## src/rtl/shift_serializer_hs_if.sv

```systemverilog
// shift_serializer_hs_if
//   Handshake bundle between a wide word producer and a narrow beat consumer.
//   slave  : view taken by the serializer (accepts words, emits beats).
//   master : view taken by the environment (offers words, sinks beats).
//   Signals:
//     data_i  [FROM] word offered       valid_i  word valid       ready_o  word accepted
//     data_o  [TO]   current beat       valid_o  beat valid       ready_i  beat accepted
//     last_o         final beat of its word
interface shift_serializer_hs_if #(
   parameter int FROM = 64,
   parameter int TO   = 8
);
   logic [FROM-1:0] data_i;
   logic            valid_i;
   logic            ready_o;
   logic [TO-1:0]   data_o;
   logic            valid_o;
   logic            ready_i;
   logic            last_o;

   modport slave (
      input  data_i, valid_i, ready_i,
      output ready_o, data_o, valid_o, last_o
   );

   modport master (
      output data_i, valid_i, ready_i,
      input  ready_o, data_o, valid_o, last_o
   );
endinterface

```

## src/rtl/shift_serializer_hs.sv

```systemverilog
// shift_serializer_hs
//   Splits FROM-bit words into FROM/TO beats of TO bits with valid/ready on
//   both sides. A shift stage holds the word being emitted; a one-word buffer
//   catches the next word so back-to-back words stream without a bubble.
//   Ports:
//     clk    rising-edge clock
//     reset  synchronous, active-high
//     bus    shift_serializer_hs_if.slave (word in, beat out, last flag)
//   Parameters:
//     FROM       input word width (multiple of TO, at least 2 beats)
//     TO         output beat width
//     MSB_FIRST  1: most significant beat first, 0: least significant first
module shift_serializer_hs #(
   parameter int FROM      = 64,
   parameter int TO        = 8,
   parameter bit MSB_FIRST = 1'b1
) (
   input  logic                  clk,
   input  logic                  reset,
   shift_serializer_hs_if.slave  bus
);

   localparam int BEATS = FROM / TO;
   localparam int CW    = (BEATS > 2) ? $clog2(BEATS) : 1;

   if ((FROM % TO) != 0 || (FROM / TO) < 2) begin : g_bad_params
      $error("shift_serializer_hs: FROM must be a multiple of TO with at least two beats");
   end

   typedef enum logic {EMPTY, SHIFT} state_t;

   state_t          state;
   logic [FROM-1:0] sh;        // word being emitted, current beat sits at the output end
   logic [CW-1:0]   cnt;       // index of the beat currently on data_o
   logic            last_q;
   logic [FROM-1:0] buf_q;
   logic            buf_v;

   logic            rdy;
   logic            in_hs;
   logic            out_hs;
   logic            done;
   logic [FROM-1:0] sh_adv;

   // Ready comes from registered state only, so valid_i/ready_i never
   // reach ready_o combinationally.
   assign rdy    = ~buf_v & ~reset;
   assign in_hs  = bus.valid_i & rdy;
   assign out_hs = (state == SHIFT) & bus.ready_i;
   assign done   = (cnt == CW'(BEATS - 1));

   // Next beat is moved to the output end of the word register, so data_o is
   // a fixed slice of a flop rather than a wide mux.
   always_comb begin
      sh_adv = sh;
      if (MSB_FIRST) sh_adv = {sh[FROM-TO-1:0], {TO{1'b0}}};
      else           sh_adv = {{TO{1'b0}}, sh[FROM-1:TO]};
   end

   always_ff @(posedge clk) begin
      if (reset) begin
         state  <= EMPTY;
         sh     <= '0;
         cnt    <= '0;
         last_q <= 1'b0;
         buf_q  <= '0;
         buf_v  <= 1'b0;
      end else begin
         case (state)
            EMPTY: begin
               if (in_hs) begin
                  sh     <= bus.data_i;
                  cnt    <= '0;
                  last_q <= 1'b0;
                  state  <= SHIFT;
               end
            end
            SHIFT: begin
               if (out_hs && done) begin
                  // Buffered word is older than anything arriving now.
                  if (buf_v) begin
                     sh     <= buf_q;
                     cnt    <= '0;
                     last_q <= 1'b0;
                     buf_v  <= 1'b0;
                  end else if (in_hs) begin
                     sh     <= bus.data_i;
                     cnt    <= '0;
                     last_q <= 1'b0;
                  end else begin
                     sh     <= '0;
                     cnt    <= '0;
                     last_q <= 1'b0;
                     state  <= EMPTY;
                  end
               end else begin
                  if (out_hs) begin
                     sh     <= sh_adv;
                     cnt    <= cnt + CW'(1);
                     last_q <= (cnt == CW'(BEATS - 2));
                  end
                  // Shift stage still busy: park the incoming word.
                  if (in_hs) begin
                     buf_q <= bus.data_i;
                     buf_v <= 1'b1;
                  end
               end
            end
            default: state <= EMPTY;
         endcase
      end
   end

   assign bus.ready_o = rdy;
   assign bus.valid_o = (state == SHIFT);
   assign bus.last_o  = last_q;
   assign bus.data_o  = MSB_FIRST ? sh[FROM-1 -: TO] : sh[TO-1:0];

endmodule
```

## src/flat_wrapper.sv

```systemverilog
// flat-port wrapper written by rule: the top's interface ports become plain ports
module shift_serializer_hs_flat 
#(
   parameter int FROM      = 64,
   parameter int TO        = 8,
   parameter bit MSB_FIRST = 1'b1
)
  (clk, reset, bus_data_i, bus_valid_i, bus_ready_i, bus_ready_o, bus_data_o, bus_valid_o, bus_last_o);
  shift_serializer_hs_if #(.FROM(FROM), .TO(TO)) bus_i ();
  input  logic clk;
  input  logic reset;
  input wire logic [$bits(bus_i.data_i)-1:0] bus_data_i;
  input wire logic [$bits(bus_i.valid_i)-1:0] bus_valid_i;
  input wire logic [$bits(bus_i.ready_i)-1:0] bus_ready_i;
  output wire logic [$bits(bus_i.ready_o)-1:0] bus_ready_o;
  output wire logic [$bits(bus_i.data_o)-1:0] bus_data_o;
  output wire logic [$bits(bus_i.valid_o)-1:0] bus_valid_o;
  output wire logic [$bits(bus_i.last_o)-1:0] bus_last_o;
  assign bus_i.data_i = bus_data_i;
  assign bus_i.valid_i = bus_valid_i;
  assign bus_i.ready_i = bus_ready_i;
  assign bus_ready_o = bus_i.ready_o;
  assign bus_data_o = bus_i.data_o;
  assign bus_valid_o = bus_i.valid_o;
  assign bus_last_o = bus_i.last_o;
  shift_serializer_hs #(.FROM(FROM), .TO(TO), .MSB_FIRST(MSB_FIRST)) u_core (.clk(clk), .reset(reset), .bus(bus_i));
endmodule
```

## config.mk

```make
export PLATFORM = sky130hd
export DESIGN_NAME = shift_serializer_hs_flat
export DESIGN_NICKNAME = d
export VERILOG_FILES = /design/src/rtl/shift_serializer_hs_if.sv /design/src/rtl/shift_serializer_hs.sv /design/src/flat_wrapper.sv
export SDC_FILE = /design/constraint.sdc
export NUM_CORES = 1
export LEC_CHECK = 0
export ABC_AREA = 1
export CORE_ASPECT_RATIO = 1.2
export CORE_UTILIZATION = 60
export CTS_CLUSTER_DIAMETER = 50
export DETAILED_ROUTE_END_ITERATION = 16
export PLACE_DENSITY = 0.88
export SLEW_MARGIN = 20
export SYNTH_ARGS = -nofsm -noshare
export SYNTH_HDL_FRONTEND = slang
export SYNTH_SLANG_ARGS = --single-unit
```

## constraint.sdc

```tcl
create_clock -name clk -period 2.5 [get_ports clk]
set_input_delay 0.5 -clock clk [delete_from_list [all_inputs] [get_ports clk]]
set_output_delay 0.5 -clock clk [all_outputs]
set_load 0.02 [all_outputs]
```

== After elaboration in Yosys (flattened, before gate mapping) ==
Index checks and enable logic that the tools add are counted.

* Multipliers: 0
* Reductions and logical operators: 5
* Eq/ne operators: 4
* $add $sub $neg: 1
* Magnitude comparators: 0
* Muxes and demuxes: 20
* Bitwise logic cells: 7
* Shift operators: 0
* Div/mod/pow operators: 0

{| class="wikitable"
|+ Operators with widths
! kind !! number
|-
| $mux W64 || 5
|-
| $pmux W64 S2 || 1
|-
| $mux W3 || 3
|-
| $mux W1 || 8
|-
| $eq A3 B3 Y1 const B || 2
|-
| $pmux W3 S2 || 1
|-
| $not A1 Y1 || 4
|-
| $pmux W1 S2 || 2
|-
| $reduce_and A2 Y1 || 2
|-
| $add A3 B1 Y3 const B || 1
|-
| $and A1 B1 Y1 || 3
|-
| $ne A3 B3 Y1 const B || 1
|-
| $reduce_and A3 Y1 || 1
|-
| $ne A2 B1 Y1 const B || 1
|-
| $reduce_bool A2 Y1 || 1
|-
| $logic_and A1 B1 Y1 || 1
|}

* Bits in registers: 134
* Word-level logic and storage cells: 43
* Bits of input ports: 68
* Bits in latches: 0
* Memories kept: 0
* Memory bits (read-only): 0
* Bits in writable memories: 0
* Output and inout bits: 11

== Logic depth before layout (Yosys ltp) ==
* Depth in word-level cells: 7
* Mapped depth: 10
* Mapped depth without buffers: 8

== Worst setup path before layout ==
No wires, ideal clock.

* Path type: register to register
* Start: register u_core.cnt[0]
* End: register u_core.buf_q[10]
* Path slack: 927 ps
* Required time: 2384 ps
* Setup time: 116 ps
* Period minus slack after synthesis: 1573 ps
* Arrival time: 1458 ps
* Stages on the path, launching flop included: 11
* Buffers on the path: 2
* Cells stage by stage: dfxtp_1 > ha_1 > ha_1 > nand3_2 > nand2_1 > nor2_2 > inv_2 > buf_4 > buf_2 > nor2_1 > nor2_1

* Word-level cells in the longest chain between the ends: 4

{| class="wikitable"
|+ RTL lines
! item !! line !! source
|-
| from (decl) || shift_serializer_hs.sv:34 || <nowiki>logic [CW-1:0] cnt;</nowiki>
|-
| from (signal assigned) || shift_serializer_hs.sv:99 || <nowiki>cnt <= cnt + CW'(1);</nowiki>
|-
| $eq A3 B3 Y1 || shift_serializer_hs.sv:50 || <nowiki>assign done = (cnt == CW'(BEATS - 1));</nowiki>
|-
| $logic_and A1 B1 Y1 || shift_serializer_hs.sv:79 || <nowiki>if (out_hs && done) begin</nowiki>
|-
| $not A1 Y1 (no source line) || n/a ||
|-
| $reduce_and A3 Y1 (no source line) || n/a ||
|-
| to (signal assigned) || shift_serializer_hs.sv:104 || <nowiki>buf_q <= bus.data_i;</nowiki>
|-
| to (decl) || shift_serializer_hs.sv:36 || <nowiki>logic [FROM-1:0] buf_q;</nowiki>
|}

Every way passes these cells.
A chain may end at the register's enable or synchronous reset.

== Worst setup path after layout ==
* Start: input port reset
* End: output port bus_ready_o

* Word-level cells in the longest chain between the ends: 2

{| class="wikitable"
|+ RTL lines
! item !! line !! source
|-
| from (decl) || flat_wrapper.sv:11 || <nowiki>input logic reset;</nowiki>
|-
| $not A1 Y1 || shift_serializer_hs.sv:47 || <nowiki>assign rdy = ~buf_v & ~reset;</nowiki>
|-
| $and A1 B1 Y1 || shift_serializer_hs.sv:47 ||
|-
| to (decl) || flat_wrapper.sv:15 || <nowiki>output wire logic [$bits(bus_i.ready_o)-1:0] bus_ready_o;</nowiki>
|}

Every way passes these cells.

==> flow_summary.toml <==
[placed_design]
place_congestion = 0.8214
io_buffers = 78
detailed_place_hpwl_mm = 11.79
detailed_place.area_um2 = 8521

[clock_tree]
deepest_level_of_the_cts_h_tree = 4
cts_buffer_depth = 2
cts.sink_count = 134
holdBufCountCts = 0
post_cts_resized = 0
clock_insertion_delay_at_the_later_pin_of_the_skew_report_ns = 0.43
tritoncts = "done"
cts_post_setup_buffers_inserted = 0
tritoncts_buffers = 17
clkSlewWorstSetupHoldPaths_ns = 0.06
root_buffer = "clkbuf_16"

[timing]
final.min_clock_period_ns = 2.294
max_freq_mhz = 435.8
totalNegativeSetupSlack_ns = 0
hold_viol = 0
timing_max_transition_violations_final = 0
slew_headroom_pct = 50.26
final.period_utilization_pct = 91.78
timing.final.setup_violations = 0
worst-slew-pin-transition_ns = 0.7460
rsz0062_at_grt = "false"
fin_skew_ns = 0.006407

[floorplan]
floorplan.die.height_um = 126.4
pin_count = 79
core_area_um2 = 12610
horiz_die_dim_um = 105.7
fp.dieArea_um2 = 13370
placementRows = 45
starting_density_of_the_core_pct = 61.40

[drt]
dr_vias_cell = 5.536
drt_iter0_markers = 627
drc_errors = 0
route.vias.total = 8021
drt-pass1-iter-count = 5
antenna_violating_nets_post_route = 0
drt_wl_total_mm = 20.43
wl_per_cell_um = 14.10

[critical_path]
critical_path_class = "input port to output port"
crit_path_cell_trace = "clkdlybuf4s50_1 > nor2_4 > clkdlybuf4s50_1"
worst_ep_required_time_ns = 2.00
timing.critical_path.from_type = "input port"
slowest_delay_ns = 0.64
slowest_stage = "clkdlybuf4s50_1"
path_common_cell = "clkdlybuf4s50_1"
worstPathMaxFanout = 5
arrival_ns = 1.79
critPathCaptureType = "output port"

[power]
combPwrFrac_pct = 16.0
clock_power_share_pct = 43.8
p_sw_share_pct = 26.99
total_leakage_power_nw = 4.682
power.internal_w = 0.004238
switching_component_of_the_power_w = 0.001567
powerDensity_nw_per_um2 = 636.6
power_share_of_the_sequential_group_pct = 40.2
irDropWorstVdd_mv = 0.4586

[yosys]
syn_area_um2 = 7744
synthAdderAreaFrac_pct = 0.4847
synth.yosys.warnings = 0
syn_inst = 1262
syn-mean-instance-area_um2 = 6.136
synth.area.mux_share_pct = 0
synth.distinct_cells = 24
synth-seq-area-share_pct = 34.64
mappedNetlistNets = 1333
largest_family_of_logic_cells_by_synthesized_area = "simple AND/OR/NAND/NOR gates"
synthesized_area_fraction_occupied_by_and_or_nand_nor_cells_pct = 37.31
post_synth_xor_area_fraction_pct = 0
synth_compound_gate_area_share_pct = 14.69
ff_latch_count_synth = 134

[global_route]
grt_use_met3_pct = 5.396
top_usage_layer = "met2"
pin_count_of_the_biggest_net_entering_global_routing = 115
grt_pass1_wl_mm = 34.25
grt.total_usage_pct = 31.53
antenna_found_initial = 0
grt_util_met2_pct = 52.48
first_global_vias = 7402
globalRouteMet1Util_pct = 38.64
global_route_congestion_overflow_total = 0

[outcome]
run_status = "finished, final reports clean"

[layout]
ff_latch_area_um2 = 2685
layout-area-overhead-vs-synth_pct = 17.76
nNetsFinal = 1343
post_route_cells_drive_above_1_share_pct = 5.214
final_cell_area_um2 = 9119
antenna_cells_inserted = 0
combined_area_of_the_multi_input_logic_cells_um2 = 4094
final.fill_count = 1030

[flow_run]
timing.max_cap.violations = 0

[min_path]
worstHoldPathType = "register to register"
-- synth_stat cells --
| master | count | area [µm²] |
|---|---|---|
| a21boi_0 | 48 | 360.4 |
| buf_6 | 2 | 22.52 |
| inv_1 | 118 | 442.9 |
| nand2_1 | 336 | 1261 |
| o21ai_1 | 2 | 10.01 |
| o21ai_0 | 63 | 315.3 |
| dfxtp_1 | 134 | 2683 |
| clkbuf_1 | 46 | 172.7 |
| nand3b_1 | 8 | 60.06 |
| nor2_2 | 2 | 12.51 |
| inv_2 | 2 | 7.510 |
| a31oi_1 | 1 | 6.260 |
| nand3_1 | 177 | 885.9 |
| or2_2 | 1 | 6.260 |
| a21oi_1 | 77 | 385.4 |
| a21boi_1 | 8 | 60.06 |
| nand2_2 | 1 | 6.260 |
| nand3_2 | 2 | 20.02 |
| buf_4 | 19 | 142.6 |
| nand4_1 | 1 | 6.260 |
| buf_2 | 38 | 190.2 |
| buf_1 | 5 | 18.77 |
| nor2_1 | 168 | 630.6 |
| ha_1 | 3 | 37.54 |
-- final timing paths --
kind / startpoint / endpoint / slack (ns) / depth (start not counted)
max reg2reg: u_core.cnt[0]$_SDFFE_PP0P_ / u_core.buf_q[3]$_SDFFE_PP0P_ / 0.52 / 9
max: reset / bus_ready_o / 0.21 / 3
min: u_core.buf_q[4]$_SDFFE_PP0P_ / u_core.buf_q[4]$_SDFFE_PP0P_ / 0.46 / 2
min reg2reg: u_core.buf_q[4]$_SDFFE_PP0P_ / u_core.buf_q[4]$_SDFFE_PP0P_ / 0.46 / 2
-- routing by layer --
| layer | share of wire (%) | vias to the layer above |
|---|---|---|
| li1 | - | 3995 |
| met1 | 41 | 3591 |
| met2 | 48 | 376 |
| met3 | 7.5 | 59 |
| met4 | 3.6 | 0 |
| met5 | 0 | - |
-- logic make-up after synthesis --
family	count (synthesis)
and+or+nand+nor	696
DFF	134
buffers and inverters	230
adders and majority gates	3
AOI/OAI and AO/OA	199
-- critical path: cells and delay by family --
family	cells	cell delay, ns
simple gates	1	0.19
buf+inv	2	1.10
-- state kept, by name, summed over array words and instances (netlist names) --
register	count
u_core.buf_q	64
u_core.sh	64
u_core.cnt	3
u_core.buf_v	1
u_core.bus.last_o	1
u_core.bus.valid_o	1
-- final cells by class --
| type | count | share of cell area [%] |
|---|---|---|
| clock inverter | 14 | 1.743 |
| tap | 164 | 2.250 |
| timing repair buffer | 101 | 11.91 |
| multi-input combinational | 898 | 44.90 |
| inverter | 120 | 4.940 |
| clock buffer | 18 | 4.816 |
| sequential | 134 | 29.45 |
-- layout by cell type, fill, tap and decap left out, types with 4 or more instances in the layout --
master,instances
a21boi_1,8
a21oi_1,77
nand2_1,336
buf_12,11
clkinvlp_4,4
clkbuf_16,17
inv_1,117
nor2_1,168
buf_4,12
nand3b_1,8
dfxtp_1,132
o21ai_0,63
a21boi_0,48
clkdlybuf4s50_1,77
clkinv_2,6
nand3_1,177
-- power groups by stage --
| stage | Clock, W | Sequential [W] | Combinational [W] |
|---|---|---|---|
| floorplan | 0 | 0.00236 | 0.000609 |
| global placement | 0 | 0.00237 | 0.000891 |
| detailed placement | 0 | 0.00238 | 0.000909 |
| CTS | 0.00255 | 0.00233 | 0.000919 |
| global route | 0.00265 | 0.00235 | 0.00103 |
| finish | 0.00254 | 0.00234 | 0.000928 |
-- through the flow --
step	util, %	hold WS [ns]	instances	setup slack (ns)	total power (W)
detailed placement	67.56	0.4534	1417	0.2135	0.003286
CTS	72.30	0.4628	1449	0.2042	0.005801
finish	72.30	0.4621	1449	0.2055	0.005805
global placement	67.56	0.4507	1417	0.2368	0.003263
floorplan	-	0.4391	1262	0.9266	0.002968
global route	72.30	0.4843	1449	0.1727	0.006023
(Power assumes the default switching activity.)
